### src/rtl/adc_share_arbiter.sv
// adc_share_arbiter: lets two clients share one ADC. Requests are granted
// round-robin. The arbiter drives the ADC four-phase req/rdy handshake and
// returns each sample only to the client that was granted. If the ADC does
// not answer within TIMEOUT cycles, the request is dropped and err pulses.
// Build option: define ADC_ARB_FIXED_PRI_EN so that client 0 always wins
// when both clients request at once.
module adc_share_arbiter #(
    parameter int DATA_W  = 8,
    parameter int TIMEOUT = 64
) (
    input  logic              clk,
    input  logic              reset,
    input  logic              adc_rdy,
    input  logic [DATA_W-1:0] adc_dat,
    output logic              adc_req,
    input  logic              c0_req,
    output logic              c0_rdy,
    output logic [DATA_W-1:0] c0_dat,
    input  logic              c1_req,
    output logic              c1_rdy,
    output logic [DATA_W-1:0] c1_dat,
    output logic              err,
    output logic              err_id,
    output logic              busy
);

    typedef enum logic [1:0] {
        S_IDLE    = 2'd0,
        S_REQ     = 2'd1,
        S_RELEASE = 2'd2
    } state_t;

    localparam int          CNT_W    = 16;
    localparam logic [CNT_W-1:0] CNT_LAST = CNT_W'(TIMEOUT - 1);

    state_t              state_q,   state_d;
    logic                grant_q,   grant_d;
    logic                ptr_q,     ptr_d;
    logic [CNT_W-1:0]    cnt_q,     cnt_d;
    logic                adc_req_q, adc_req_d;
    logic                c0_rdy_q,  c0_rdy_d;
    logic                c1_rdy_q,  c1_rdy_d;
    logic [DATA_W-1:0]   c0_dat_q,  c0_dat_d;
    logic [DATA_W-1:0]   c1_dat_q,  c1_dat_d;
    logic                err_q,     err_d;
    logic                err_id_q,  err_id_d;

    // Decide which client wins. Call only when at least one client requests.
    function automatic logic pick_client(input logic r0, input logic r1, input logic ptr);
`ifdef ADC_ARB_FIXED_PRI_EN
        return ~r0 | (r1 & ptr & 1'b0);
`else
        if (r0 && r1)
            return ptr;
        return r1;
`endif
    endfunction

    // Next-state logic and output decode; every signal gets its default value first.
    always_comb begin
        state_d   = state_q;
        grant_d   = grant_q;
        ptr_d     = ptr_q;
        cnt_d     = cnt_q;
        adc_req_d = adc_req_q;
        c0_rdy_d  = 1'b0;
        c1_rdy_d  = 1'b0;
        c0_dat_d  = c0_dat_q;
        c1_dat_d  = c1_dat_q;
        err_d     = 1'b0;
        err_id_d  = err_id_q;

        case (state_q)
            S_IDLE: begin
                // adc_rdy seen here is spurious and is ignored.
                cnt_d = '0;
                if (c0_req || c1_req) begin
                    grant_d   = pick_client(c0_req, c1_req, ptr_q);
                    adc_req_d = 1'b1;
                    state_d   = S_REQ;
                end
            end

            S_REQ: begin
                adc_req_d = 1'b1;
                cnt_d     = cnt_q + 1'b1;
                // A sample that arrives on the last allowed cycle wins over the timeout.
                if (adc_rdy) begin
                    if (grant_q) begin
                        c1_dat_d = adc_dat;
                        c1_rdy_d = 1'b1;
                    end else begin
                        c0_dat_d = adc_dat;
                        c0_rdy_d = 1'b1;
                    end
                    adc_req_d = 1'b0;
                    ptr_d     = ~grant_q;
                    state_d   = S_RELEASE;
                end else if (cnt_q == CNT_LAST) begin
                    adc_req_d = 1'b0;
                    err_d     = 1'b1;
                    err_id_d  = grant_q;
                    ptr_d     = ~grant_q;
                    state_d   = S_RELEASE;
                end
            end

            S_RELEASE: begin
                // The handshake is complete once the ADC lowers rdy.
                adc_req_d = 1'b0;
                if (!adc_rdy)
                    state_d = S_IDLE;
            end

            default: begin
                adc_req_d = 1'b0;
                state_d   = S_IDLE;
            end
        endcase
    end

    // State and output registers. Reset also drops any transaction in flight.
    always_ff @(posedge clk) begin
        if (reset) begin
            state_q   <= S_IDLE;
            grant_q   <= 1'b0;
            ptr_q     <= 1'b0;
            cnt_q     <= '0;
            adc_req_q <= 1'b0;
            c0_rdy_q  <= 1'b0;
            c1_rdy_q  <= 1'b0;
            c0_dat_q  <= '0;
            c1_dat_q  <= '0;
            err_q     <= 1'b0;
            err_id_q  <= 1'b0;
        end else begin
            state_q   <= state_d;
            grant_q   <= grant_d;
            ptr_q     <= ptr_d;
            cnt_q     <= cnt_d;
            adc_req_q <= adc_req_d;
            c0_rdy_q  <= c0_rdy_d;
            c1_rdy_q  <= c1_rdy_d;
            c0_dat_q  <= c0_dat_d;
            c1_dat_q  <= c1_dat_d;
            err_q     <= err_d;
            err_id_q  <= err_id_d;
        end
    end

    assign adc_req = adc_req_q;
    assign c0_rdy  = c0_rdy_q;
    assign c1_rdy  = c1_rdy_q;
    assign c0_dat  = c0_dat_q;
    assign c1_dat  = c1_dat_q;
    assign err     = err_q;
    assign err_id  = err_id_q;
    assign busy    = (state_q != S_IDLE);

endmodule

### config.mk
export PLATFORM = sky130hd
export DESIGN_NAME = adc_share_arbiter
export DESIGN_NICKNAME = d
export VERILOG_FILES = /design/src/rtl/adc_share_arbiter.sv
export SDC_FILE = /design/constraint.sdc
export NUM_CORES = 1
export LEC_CHECK = 0
export CORE_UTILIZATION = 39
export DETAILED_ROUTE_END_ITERATION = 10
export SYNTH_ARGS = -nofsm -noshare
export SYNTH_HDL_FRONTEND = slang
export SYNTH_SLANG_ARGS = --single-unit
### constraint.sdc
create_clock -name clk -period 3 [get_ports clk]
set_input_delay 0.75 -clock clk [delete_from_list [all_inputs] [get_ports clk]]
set_output_delay 0.75 -clock clk [all_outputs]
set_load 0.02 [all_outputs]
==> metrics.txt, run 1 <==
Clock power frac=0.401; 1st-iter DRT viols=a little under 100; ys flop type=dfxtp_1; clock sink count=41; Worst path max stage delay=0.54 ns; family with the most delay on the worst path=buffers and inverters; cts hold-fix bufs=0; Final Max Tran Viols=0; CP Launch Type=flip-flop; arrival time worst endpoint=1.71 ns; crit path cell chain=nor2_1, inv_1, clkdlybuf4s50_1; Final Skew=0.00418 ns; GPL Wtd Cong=0.797; Layout Area Growth over Synthesis=28.6%; # setup viols final=0; Design Power=1130 uW; Warnings, synthesis=0; Max Cap Viol=0; Sw Share=0.223; M1 GR Usage=0.218; clk buf depth=2; Top Usage Layer GRT=met2; Worst Slack Setup Final=about 0.54 ns; Avg WL per Cell=13.3 um; GRT Residual Overflow=0; global-route wire length before repair=6090 um; post-place setup slack=~0.78 ns; met2 usage=0.298; CTS clk-pin slew, worst paths=roughly 0.08 ns; VDD IR-drop max=approximately 0.24 mV; mapped cell area=1700 sq um; Setup crit end kind=primary output; switching power=252 uW; P_int=879 uW; CTS Root Cell=clkbuf_8; slew margin rel.=0.671; Port Buffers=34; met3 usage=0.0417; DP HPWL=roughly 2800 um; Placed Cells incl. Taps=between 200 and 300; RSZ-0062 raised after global routing=false; initial core utilization=0.416; Worst Max-Slew Pin Slew=0.492 ns; worst-path fanout max=11; Req. time, crit path=2.25 ns; Routed Antenna Nets=0; min Tclk post-route=2.46 ns; die area=4620 sq um; setup TNS=0 ns; post-synthesis register bit count=41; power share of the sequential group=0.504; combinational share of power=0.095; fin crit share=0.820; CTS tree=done; Pre-antenna DRT Iters=4; fmax=approximately 410 MHz; layout net count=247; number of global-route vias before repair=1286; # rows=23; pin count of the biggest net entering global routing=24; fraction of registers with async set/reset=0; initial antenna violation count=0; Leak=0.000763 uW; Cell Pwr Density=~520 nW/um^2; share of layout cells above drive strength 1=0.0513; endpoints failing hold=0; core area=4090 sq um; status=finished clean; GRT Total Usage=0.181; diode count=0; Resize count post-CTS=0; Reg area=821 sq um; Fill cells=391; WS Path Type=flip-flop to primary output; via count=1469; number of remaining DRC errors=0; Die H=68.0 um; Total Routed Length=3770 um; CP bufs+invs=2; CTS Buf Count=5; Die Width=68.0 um; Distinct cells, synth=39; Ports=35; top-area cell type share of the netlist area=0.483; Post-synth EDFFs=0; Synthesized Nets=215; dominant cell type by area after synthesis=dfxtp_1; hold crit path type=flip-flop to flip-flop; register area share after synthesis=0.483; Post-synth top cells=41 x dfxtp_1, 41 x nand2_1, 24 x a21oi_1; Clock Latency Late Sink=between 0.2 and 0.3 ns; footprint of the multi-input gates=830 sq um; drt via density=5.17; CTS H-tree depth=2; CP max stage cell=clkdlybuf4s50_1; Synth area leaders=dfxtp_1 48%, nand2_1 9.1%, a21oi_1 7.1%; cell count after synthesis=201; synthesized area per cell=~8.5 sq um; number of setup buffers added after CTS=0; non-filler cells, final=284
metal layers:
metal,vias up,part of all wire
met3,7,0.058
met4,0,0.020
met5,-,0
li1,753,-
met1,665,0.44
met2,44,0.48
worst reg2reg max path, cell delays in order (launching register included):
cell	delay, ns
dfxtp_1	0.42
and4_1	0.32
nand4_4	0.13
or4_1	0.48
a21oi_1	0.16
area by class of cell:
class | instances | area share
Tap cell | 50 | 0.0286
Inverter | 2 | 0.00344
Timing Repair Buffer | 35 | 0.159
Clock inverter | 1 | 0.0137
Multi-Input combinational cell | 148 | 0.380
Clock buffer | 7 | 0.0395
Sequential cell | 41 | 0.376
path summary, 6_finish.rpt:
| check | slack [ns] | to | cells after the start | from |
|---|---|---|---|---|
| min | 0.46 | c1_dat[6] | 2 | c1_dat[6] |
| max reg2reg | 1.42 | cnt_q[15] | 4 | cnt_q[8] |
| max | 0.54 | busy | 3 | state_q[1] |
| min reg2reg | 0.46 | c1_dat[6] | 2 | c1_dat[6] |
logic make-up (layout without fill, tap and decap cells):
logic type | after synthesis | count (layout) | share of synthesized area
buf+inv | 12 | 45 | 0.0287
mux | 1 | 1 | 0.00589
xor+xnor | 10 | 10 | 0.0515
simple gates | 101 | 101 | 0.308
compound gates | 35 | 35 | 0.116
flops | 41 | 41 | 0.483
fa+ha+maj | 1 | 1 | 0.00736
power groups by stage:
stage / Sequential, uW / Combinational (uW) / Clock [uW]
4_1_cts: 570 / 108 / 465
2_1_floorplan: 589 / 54.0 / 0
6_report: 570 / 107 / 453
3_5_place_dp: 583 / 108 / 0
5_1_grt: 572 / 118 / 495
3_3_place_gp: 582 / 107 / 0
cell usage in the layout (no fill, tap or decap), drive strengths merged, types with 5 or more instances in the layout:
master and instances:
clkbuf 7, nor2 18, nand2 41, xor2 5, dfxtp 41, a21oi 24
clkdlybuf4s50 34, xnor2 5, nand3 7
per-stage QoR:
stage	cell area (sq um)	util	hold slack [ns]
6_report	2180	0.535	0.456
5_1_grt	2180	0.535	0.474
4_1_cts	2180	0.535	0.458
3_5_place_dp	2070	0.506	0.447
3_3_place_gp	2070	0.506	0.442
2_1_floorplan	1700	-	0.434
sequential cells by signal (all words and copies together) (netlist names):
signal,count
c0_dat,8
adc_req,1
err,1
ptr_q,1
c1_rdy,1
grant_q,1
cnt_q,16
state_q,2
c1_dat,8
err_id,1
c0_rdy,1
No activity file was read; power rests on OpenSTA's default activity.
==> run 2: changes to the inputs <==
Clock period 3 ns to 2.3 ns, I/O delays scaled along.
==> metrics.txt, run 2 (synthesized netlist as in run 1, its figures left out) <==
setup TNS=0 ns; Req. time, crit path=between 1.5 and 2 ns; die area=4620 sq um; global-route wire length before repair=6170 um; CP Launch Type=flip-flop; max reg flops=16; Die Width=68.0 um; Worst Max-Slew Pin Slew=0.504 ns; share of layout cells above drive strength 1=0.0593; core area=4090 sq um; Pre-antenna DRT Iters=4; 1st-iter DRT viols=96; number of remaining DRC errors=0; dpl cell area=roughly 2100 sq um; Final Cell Area=2200 sq um; Fill cells=383; RSZ-0062 raised after global routing=false; worst-path fanout max=4; slew margin rel.=0.664; Design Power=1480 uW; Setup crit end kind=primary output; initial core utilization=0.416; Worst Slack Setup Final=0.359 ns; WS Path Type=flip-flop to primary output; GRT Residual Overflow=0; DP HPWL=around 2800 um; drt via density=5.23; CTS clk-pin slew, worst paths=0.07 ns; post-place setup slack=0.259 ns; diode count=0; # rows=23; initial antenna violation count=0; Leak=0.000773 uW; fin crit share=0.844; Final Skew=0.00344 ns; Layout Area Growth over Synthesis=29.5%; via count=1495; Avg WL per Cell=13.1 um; CTS Buf Count=5; fmax=515 MHz; cts hold-fix bufs=0; Resize count post-CTS=0; number of setup buffers added after CTS=0; Top reg by flops=cnt_q; pin count of the biggest net entering global routing=29; CTS Root Cell=clkbuf_8; CTS tree=done; Total Routed Length=3740 um; min Tclk post-route=1.94 ns; Max Cap Viol=0; VDD IR-drop max=0.276 mV; endpoints failing hold=0; Placed Cells incl. Taps=approximately 280; Cell Pwr Density=between 600 and 700 nW/um^2; most frequent cells in the layout=41 x nand2_1, 41 x dfxtp_1, 34 x clkdlybuf4s50_1; non-filler cells, final=286; GRT Total Usage=0.181; GPL Wtd Cong=0.805; arrival time worst endpoint=1.37 ns; # setup viols final=0; Die H=68.0 um; layout net count=249; Final Max Tran Viols=0; clock sink count=between 40 and 50; Ports=35; Routed Antenna Nets=0; clk buf depth=2; status=finished clean; Clock Latency Late Sink=0.29 ns; number of global-route vias before repair=around 1300; Port Buffers=34; hold crit path type=flip-flop to flip-flop; CTS H-tree depth=2
run 2: cell count changes in the layout (fill, tap and decap cells not counted), sizes merged:
cell	change
buf	+2
run 2: layer usage:
layer | vias to the layer above | wire (um) | track usage
met3 | 7 | 211 | 0.0450
met1 | 684 | 1700 | 0.219
met5 | - | 0 | 0
met4 | 0 | 62 | 0.0781
li1 | 757 | - | -
met2 | 47 | 1760 | 0.303
run 2: layout make-up:
cell class	instances	area (sq um)	area share
multi-input cells	148	830	0.377
repair buffers	37	363	0.165
flip-flops and latches	41	821	0.373
clock inverters	1	30.0	0.0137
clock buffers	7	86.3	0.0392
well taps	50	62.6	0.0284
inverters	2	7.51	0.00341
run 2: final timing paths:
kind              startpoint         to  slack, ns  depth (start not counted)
setup / recovery  state_q[0]       busy       0.36                          3
setup reg to reg    cnt_q[8]  cnt_q[15]       0.74                          4
hold / removal     c1_dat[3]  c1_dat[3]       0.46                          2
hold reg to reg    c1_dat[3]  c1_dat[3]       0.46                          2
run 2: metrics by stage:
stage          hold WS (ns)   util
2_1_floorplan         0.434      -
5_1_grt               0.472  0.538
4_1_cts               0.458  0.538
3_3_place_gp          0.442  0.510
6_report              0.455  0.538
3_5_place_dp          0.448  0.510
run 2: worst max-delay path: stages (launching register included):
cell	delay, ns
dfxtp_1	0.36
nor2_1	0.07
inv_1	0.05
clkdlybuf4s50_1	0.60
run 2: where the power goes:
part	switching [uW]	total, uW	leakage (uW)	internal [uW]
logic	80.3	149	0.000382	68.2
registers	13.5	742	0.000332	728
clock network	236	590	0.0000585	354
total	330	1480	0.000773	1150
==> run 3: changes to the inputs <==
Settings changed: PLACE_DENSITY from default to 0.66.
Clock period 2.3 ns to 1.6 ns, I/O delays scaled along.
==> metrics.txt, run 3 (synthesized netlist as in run 1, its figures left out) <==
status=finished clean; Worst Max-Slew Pin Slew=0.467 ns; Top reg by flops=cnt_q; # rows=23; crit path cell chain=nor2_1, inv_1, dlygate4sd2_1; VDD IR-drop max=0.570 mV; Post-Route M1 WL=approximately 1800 um; CP Launch Type=flip-flop; Total Routed Length=3710 um; met3 WL=between 200 and 250 um; clk buf depth=2; worst hold stages=2; family with the most delay on the worst path=buffers and inverters; CP max stage cell=dfxtp_1; Die H=between 60 and 70 um; number of remaining DRC errors=0; Port Buffers=34; Final Skew=0.00649 ns; fin crit share=0.954; Final Cell Area=2260 sq um; # setup viols final=0; 1st-iter DRT viols=75; CP Depth=3; RSZ-0062 raised after global routing=true; Die Width=slightly below 70 um; Routed Antenna Nets=0; arrival time worst endpoint=1.13 ns; worst-path fanout max=2; Req. time, crit path=1.20 ns; Fill cells=approximately 410; Avg WL per Cell=about 13 um; pin count of the biggest net entering global routing=18; met2 wire length=1680 um; layout net count=259; most frequent cells in the layout=41 x nand2_1, 38 x dfxtp_1, 24 x a21oi_1; CP bufs+invs=2; dpl cell area=~2200 sq um; CTS clk-pin slew, worst paths=0.08 ns; Setup crit end kind=primary output; fmax=655 MHz; CTS Root Cell=clkbuf_8; Max Cap Viol=0; CTS tree=done; GPL Wtd Cong=0.788; Placed Cells incl. Taps=288; max reg flops=16; Pre-antenna DRT Iters=4; GRT Residual Overflow=0; die area=4620 sq um; WS Path Type=flip-flop to primary output; Finished Core Util=0.553; endpoints failing hold=0; Clock Latency Late Sink=0.29 ns; DP HPWL=between 2000 and 3000 um; via count=1500; diode count=0; most common cell after layout, fill and taps aside=nand2_1; global-route wire length before repair=around 6000 um; Cell Pwr Density=about 860 nW/um^2; Leak=just over 0.0009 uW; drt via density=slightly above 5; initial antenna violation count=0; non-filler cells, final=296; Layout Area Growth over Synthesis=33.0%; number of setup buffers added after CTS=0; slew margin rel.=0.688; share of layout cells above drive strength 1=0.126; clock sink count=41; core area=4090 sq um; Worst path max stage delay=0.34 ns; cts hold-fix bufs=0; min Tclk post-route=roughly 1.5 ns; hold crit path type=flip-flop to flip-flop; DR top layer=met4; R2R Setup Slk=0.11 ns; GRT Total Usage=0.175; initial core utilization=0.416; Final Max Tran Viols=0; CTS Buf Count=5; CTS H-tree depth=2; number of global-route vias before repair=1342; Ports=35; Worst Reg-to-Reg Cells=4
==> run 3: what timing repair did <==
| item | CTS | global route |
|---|---|---|
| setup endpoints to repair | 22 | 4 |
| resized for setup | 22 | 6 |
| endpoints found under the hold margin | 0 | 0 |
==> run 3: where the power goes <==
group / internal, uW / switching [uW] / leakage [uW] / total, uW
sequential: 1050 / 16.7 / 0.000334 / 1060
combinational: 108 / 120 / 0.000540 / 229
clock: 301 / 359 / 0.0000439 / 660
==> run 3: cell type report <==
| type | instances | area (sq um) | area share |
|---|---|---|---|
| inverters | 2 | 7.51 | 0.00332 |
| well taps | 50 | 62.6 | 0.0277 |
| repair buffers | 47 | 435 | 0.193 |
| clock inverters | 3 | 17.5 | 0.00775 |
| multi-input cells | 148 | 843 | 0.373 |
| clock buffers | 5 | 68.8 | 0.0305 |
| flip-flops and latches | 41 | 825 | 0.365 |
==> run 3: stage by stage <==
step                      hold slack (ns)  power (uW)  setup slack [ns]  setup TNS [ns]
after CTS                           0.454        1980            0.0566               0
after detailed placement            0.444        1330           0.00303               0
final                               0.449        1950            0.0744               0
after global routing                0.467        2040          -0.00365        -0.00365
after global placement              0.441        1330            0.0276               0
after floorplan                     0.434        1210             0.191               0
==> run 3: path summary, 6_finish.rpt <==
path	start	endpoint
hold / removal	c0_dat[7]	c0_dat[7]
setup / recovery	state_q[1]	busy
hold reg to reg	c0_dat[7]	c0_dat[7]
setup reg to reg	cnt_q[7]	cnt_q[15]
==> run 3: per-layer routing <==
metal	GRT usage	up-vias
li1	-	784
met1	0.222	678
met2	0.276	34
met3	0.0417	4
met4	0.0859	0
met5	0	-
==> run 3: worst reg2reg max path, delay by kind of cell (launching register included) <==
kind / cells / cell delay, ns
and+or+nand+nor: 3 / 0.87
AOI/OAI and AO/OA: 1 / 0.14
DFF: 1 / 0.42
